==> config.mk <==
export PLATFORM = sky130hd
export DESIGN_NAME = exec_issue_scheduler
export DESIGN_NICKNAME = d
export VERILOG_FILES = /design/src/rtl/exec_pkg.sv /design/src/rtl/exec_result_fifo.sv /design/src/rtl/exec_issue_scheduler.sv
export SDC_FILE = /design/constraint.sdc
export NUM_CORES = 1
export LEC_CHECK = 0
export ABC_AREA = 1
export CAP_MARGIN = 20
export CORE_ASPECT_RATIO = 1.2
export CORE_MARGIN = 4
export CORE_UTILIZATION = 58
export DETAILED_ROUTE_END_ITERATION = 8
export PLACE_DENSITY = 0.86
export SYNTH_ARGS = -nofsm -noshare
export SYNTH_HDL_FRONTEND = slang
export SYNTH_HIERARCHICAL = 1
export SYNTH_SLANG_ARGS = --single-unit
==> constraint.sdc <==
create_clock -name clk -period 8.2 [get_ports clk]
set_input_delay 1.64 -clock clk [delete_from_list [all_inputs] [get_ports clk]]
set_output_delay 1.64 -clock clk [all_outputs]
set_load 0.01 [all_outputs]
==> src/rtl/exec_pkg.sv <==
// Shared constants and types for the execute-unit issue scheduler.
package exec_pkg;

  // addi x0,x0,0: targets x0, so the always-on regfile write is harmless
  localparam logic [31:0] NOP_INSTR = 32'h0000_0013;

  localparam logic [6:0] OP_R  = 7'b0110011;
  localparam logic [6:0] OP_RW = 7'b0111011;
  localparam logic [6:0] OP_I  = 7'b0010011;
  localparam logic [6:0] OP_IW = 7'b0011011;

  localparam int EXEC_XLEN  = 64;
  localparam int EXEC_TAG_W = 4;

  typedef enum logic [1:0] {
    RUN   = 2'd0,
    HOLD  = 2'd1,
    FLUSH = 2'd2
  } sched_state_t;

  // Result FIFO entry layout at the default widths; the top packs the same
  // field order so wider/narrower parameterisations stay consistent.
  typedef struct packed {
    logic [EXEC_XLEN-1:0]  data;
    logic [4:0]            rd;
    logic [EXEC_TAG_W-1:0] tag;
    logic                  err;
  } res_entry_t;

  function automatic logic is_supported(input logic [6:0] opcode);
    return (opcode == OP_R) || (opcode == OP_RW) ||
           (opcode == OP_I) || (opcode == OP_IW);
  endfunction

endpackage

==> src/rtl/exec_result_fifo.sv <==
// Synchronous result FIFO with clear; DEPTH must be a power of two >= 2.
module exec_result_fifo #(
  parameter int DEPTH = 4,
  parameter int WIDTH = 8
) (
  input  logic                   clk,
  input  logic                   rst_n,
  input  logic                   push_i,
  input  logic                   pop_i,
  input  logic                   clear_i,
  input  logic [WIDTH-1:0]       wdata_i,
  output logic [WIDTH-1:0]       rdata_o,
  output logic                   full_o,
  output logic                   empty_o,
  output logic [$clog2(DEPTH):0] count_o
);

  localparam int PTR_W = $clog2(DEPTH);
  localparam int CNT_W = PTR_W + 1;
  localparam logic [PTR_W-1:0] PTR_ONE  = PTR_W'(1);
  localparam logic [CNT_W-1:0] CNT_ONE  = CNT_W'(1);
  localparam logic [CNT_W-1:0] CNT_FULL = CNT_W'(DEPTH);

  logic [WIDTH-1:0] mem_q [DEPTH];
  logic [PTR_W-1:0] wr_ptr_q, rd_ptr_q;
  logic [CNT_W-1:0] count_q;
  logic             do_push, do_pop;

  assign full_o  = (count_q == CNT_FULL);
  assign empty_o = (count_q == '0);
  assign count_o = count_q;
  assign rdata_o = mem_q[rd_ptr_q];

  assign do_push = push_i && !full_o;
  assign do_pop  = pop_i && !empty_o;

  // Pointer and occupancy tracking; clear drops everything including a same-cycle pop
  always_ff @(posedge clk or negedge rst_n) begin
    if (!rst_n) begin
      wr_ptr_q <= '0;
      rd_ptr_q <= '0;
      count_q  <= '0;
    end else if (clear_i) begin
      wr_ptr_q <= '0;
      rd_ptr_q <= '0;
      count_q  <= '0;
    end else begin
      if (do_push) wr_ptr_q <= wr_ptr_q + PTR_ONE;
      if (do_pop)  rd_ptr_q <= rd_ptr_q + PTR_ONE;
      case ({do_push, do_pop})
        2'b10:   count_q <= count_q + CNT_ONE;
        2'b01:   count_q <= count_q - CNT_ONE;
        default: count_q <= count_q;
      endcase
    end
  end

  // Storage array; contents are don't-care while empty so it carries no reset
  always_ff @(posedge clk) begin
    if (do_push && !clear_i) mem_q[wr_ptr_q] <= wdata_i;
  end

endmodule

==> src/rtl/exec_issue_scheduler.sv <==
// Issues one instruction per cycle into core_execute_unit, filters opcodes,
// and queues each result with rd/tag for a valid/ready consumer.
module exec_issue_scheduler
  import exec_pkg::*;
#(
  parameter int XLEN      = EXEC_XLEN,
  parameter int TAG_W     = EXEC_TAG_W,
  parameter int RES_DEPTH = 4
) (
  input  logic             clk,
  input  logic             rst,
  input  logic             in_valid,
  output logic             in_ready,
  input  logic [31:0]      in_instr,
  input  logic [TAG_W-1:0] in_tag,
  input  logic             flush,
  output logic [31:0]      eu_instr,
  input  logic [XLEN-1:0]  eu_result,
  output logic             res_valid,
  input  logic             res_ready,
  output logic [XLEN-1:0]  res_data,
  output logic [4:0]       res_rd,
  output logic [TAG_W-1:0] res_tag,
  output logic             res_err,
  output logic             busy,
  output logic [15:0]      reject_cnt
);

  localparam int ENTRY_W = XLEN + 5 + TAG_W + 1;
  localparam int CNT_W   = $clog2(RES_DEPTH) + 1;

  sched_state_t     state_q;
  logic [15:0]      reject_cnt_q;
  logic             fifo_full, fifo_empty;
  logic [CNT_W-1:0] fifo_count;
  logic [ENTRY_W-1:0] push_entry, head_entry;
  logic [XLEN-1:0]  push_data;
  logic             supported, ready_int, fire_int, pop, fills_fifo;

  assign supported = is_supported(in_instr[6:0]);

  // ready_int drives only flops, which are held during reset anyway; rst
  // gates just the visible outputs so it never enters a synchronous path.
  assign ready_int = (state_q == RUN) && !fifo_full && !flush;
  assign fire_int  = in_valid && ready_int;
  assign in_ready  = rst && ready_int;
  assign eu_instr  = (rst && fire_int && supported) ? in_instr : NOP_INSTR;

  assign push_data  = supported ? eu_result : {XLEN{1'b0}};
  assign push_entry = {push_data, in_instr[11:7], in_tag, !supported};

  // flush discards any coincident pop
  assign pop        = res_ready && !fifo_empty && !flush;
  assign fills_fifo = fire_int && !pop && (fifo_count == CNT_W'(RES_DEPTH - 1));

  exec_result_fifo #(
    .DEPTH (RES_DEPTH),
    .WIDTH (ENTRY_W)
  ) u_res_fifo (
    .clk     (clk),
    .rst_n   (rst),
    .push_i  (fire_int),
    .pop_i   (pop),
    .clear_i (flush),
    .wdata_i (push_entry),
    .rdata_o (head_entry),
    .full_o  (fifo_full),
    .empty_o (fifo_empty),
    .count_o (fifo_count)
  );

  assign res_valid = !fifo_empty;
  assign {res_data, res_rd, res_tag, res_err} = fifo_empty ? {ENTRY_W{1'b0}} : head_entry;
  assign busy       = !fifo_empty || (state_q != RUN);
  assign reject_cnt = reject_cnt_q;

  // Issue-control FSM: HOLD once the FIFO fills, FLUSH for one cycle after a flush
  always_ff @(posedge clk or negedge rst) begin
    if (!rst) begin
      state_q <= RUN;
    end else begin
      case (state_q)
        RUN: begin
          if (flush)           state_q <= FLUSH;
          else if (fills_fifo) state_q <= HOLD;
        end
        HOLD: begin
          if (flush)    state_q <= FLUSH;
          else if (pop) state_q <= RUN;
        end
        FLUSH:   state_q <= RUN;
        default: state_q <= RUN;
      endcase
    end
  end

  // Saturating count of accepted instructions with unsupported opcodes
  always_ff @(posedge clk or negedge rst) begin
    if (!rst) begin
      reject_cnt_q <= 16'd0;
    end else if (fire_int && !supported && (reject_cnt_q != 16'hFFFF)) begin
      reject_cnt_q <= reject_cnt_q + 16'd1;
    end
  end

endmodule
==> metrics.yaml <==
worst_setup_path:
  r2r_slack_ns: 4.77
  r2r_cells: 17
  crit_path_max_fanout: 70
  cp.arrival_ns: 4.14
  r2r-end: "u_res_fifo/count_o[2]$_DFFE_PN0P_"
  end_kind: "primary output"
  start_kind: "input pin"
  path_class: "in2out"
  crit_required_ns: 6.56
  r2r-start: "u_res_fifo/count_o[0]$_DFFE_PN0P_"
place:
  portBuffers: 224
  gp_congestion: 0.8071
  hpwl_um: 19650
floorplanning:
  rows: 62
  die_w_um: 150.0
  initial_core_util_pct: 58.73
  die-area_sq_um: 26760
  dieHeight_um: 178.4
  io_pins: 230
  coreArea_sq_um: 23890
cts:
  cts_hold_buffers: 0
  cts_tree: "built"
  cts-htree-levels: 1
  clock-sinks: 321
  clk_pin_slew_ns: 0.06
  clockRootBuffer: "clkbuf_16"
  clockBufferDepth: 3
  clock_latency_ns: 0.54
  cts_setup_buffers: 0
  cts_made_buffers: 29
  cts_resized: 0
route:
  dr.pass1.iters: 6
  ant_nets: 0
  via_per_inst: 5.475
  drt_iter0_markers: 872
  vias: 10210
  wl_per_cell_um: 17.63
  drc: 0
  wl_um: 32880
finish:
  area_growth_syn_to_layout_pct: 23.22
  final_common_cell: "nor2_1"
  drive_above_1_share_pct: 5.246
  finalCoreUtilization_pct: 72.37
  nets: 1632
  most-common-layout-cells: "nor2_1 (333), edfxtp_1 (296), clkdlybuf4s50_1 (224)"
sta:
  fmaxAchievable_mhz: 173.0
  final_max_slew_viol_count: 0
  finalClockSkew_ns: 0.01356
  slew_headroom_pct: 27.35
  hold-worst-slack_ns: 0.4890
  finalHoldViolCount: 0
  tightest_slew_ns: 1.090
  setup_viol: 0
  period_share_pct: 70.50
  setup_tns_ns: 0
  rsz0062_at_grt: "false"
  fin_crit_ns: 5.781
grt:
  grt_max_degree: 111
  grt_pass1_vias: 10400
  grt_pass1_wl_um: 50420
  gr-total-overflow: 0
  antenna_found_initial: 1
  grt_use_total_pct: 23.89
synthesis:
  synth-seq-area-share_pct: 67.80
  synth_top_area_share_pct: 63.34
  yosysTopAreaCell: "edfxtp_1"
  synth_cell_types: 32
  ys_warn_count: 6
  ys_ff_latch: 321
  synth.avg_cell_area_sq_um: 10.58
  netlist_instances: 1326
  synth.area.top_cells: "edfxtp_1 (63%), nor2_1 (9.0%), inv_1 (5.2%)"
  syn_area_sq_um: 14030
hold_path:
  hold_class: "reg2reg"
  min-delay-start: "state_q[1]$_DFFE_PN0P_"
  min_to: "state_q[1]$_DFFE_PN0P_"
  hold_depth: 1
power_and_ir_drop:
  p_per_area_nw_per_um2: 224.8
  p_sw_share_pct: 26.20
  p_sw_mw: 1.019
  comb_power_share_pct: 19.5
  leakage_nw: 6.594
  power.total_mw: 3.887
  pwr-share-seq_pct: 47.7
  irDropWorstVdd_uv: 179.2
  p_clk_share_pct: 32.8
  p_int_mw: 2.868
flow_run:
  cap_viol_max_count: 0
run_status:
  status: "finished clean"
-- through the flow --
step / cells / setup WS, ns / area [sq um]
finish: 1865 / 2.419 / 17290
global route: 1865 / 2.180 / 17290
CTS: 1863 / 2.342 / 17270
detailed placement: 1809 / 2.341 / 16370
global placement: 1809 / 2.441 / 16370
floorplan: 1329 / 2.342 / 14040
-- power by group through the flow --
stage | Combinational (mW) | Sequential, mW | Clock [mW]
4_1_cts | 0.765 | 1.85 | 1.29
6_report | 0.758 | 1.85 | 1.28
5_1_grt | 0.831 | 1.86 | 1.36
3_5_place_dp | 0.760 | 1.89 | 0
3_3_place_gp | 0.741 | 1.88 | 0
2_1_floorplan | 0.389 | 1.88 | 0
-- sequential cells by signal, summed over array words and instances (netlist names) --
signal and count:
u_res_fifo/mem_q 296, reject_cnt 16, u_res_fifo/count_o 3, state_q 2, u_res_fifo/rd_ptr_q 2, u_res_fifo/wr_ptr_q 2
-- critical path: stages --
cell	delay, ns
clkdlybuf4s50_1	0.46
nand2_1	0.04
nor2_1	0.16
nand3_4	0.07
buf_4	0.35
inv_1	0.16
nand3_2	0.41
nor2_1	0.25
clkdlybuf4s50_1	0.58
-- layout make-up --
type	count	area (sq um)
inverters	203	764.5
fillers	1621	6603
clock inverters	15	130.1
repair buffers	236	2345
multi-input cells	730	3366
clock buffers	39	763.2
well taps	320	400.4
diodes	1	2.502
flip-flops and latches	321	9519
-- logic make-up after synthesis --
kind of cell / after synthesis / synth area share [%]
flip-flops: 321 / 67.80
adder cells (fa/ha/maj): 6 / 0.5885
XOR/XNOR: 5 / 0.3121
AO/OA/AOI/OAI: 238 / 9.175
other: 2 / 0.05352
buffers and inverters: 278 / 8.596
AND/OR/NAND/NOR: 476 / 13.47
-- layer usage --
layer | track usage [%] | wire length (um) | up-vias
met4 | 8.924 | 922 | 0
met2 | 42.96 | 17060 | 505
met1 | 27.95 | 11980 | 4854
met5 | 0 | 0 | -
li1 | - | - | 4786
met3 | 5.362 | 2922 | 65
-- synth_stat cells (all sizes together) --
master,instances
buf,42
dfrtp,25
nand2,105
nor2,345
a21oi,3
inv,201
ha,5
nand4,7
nand3,17
nor3,1
fa,1
o22ai,74
clkbuf,33
xor2,4
clkinv,2
nand3b,1
conb,2
edfxtp,296
xnor2,1
o21ai,161
-- how the worst max path moves through the flow --
stage,startpoint,cells after the start,to,slack (ns)
floorplan,flush,7,u_res_fifo/mem_q[0][0]$_DFFE_PP_,2.34
global placement,in_instr[1],9,eu_instr[10],2.44
detailed placement,in_instr[0],9,eu_instr[18],2.34
CTS,in_instr[0],9,eu_instr[18],2.34
global route,in_instr[0],9,eu_instr[18],2.18
finish,in_instr[0],9,eu_instr[18],2.42
No activity file was read; power rests on OpenSTA's default activity.
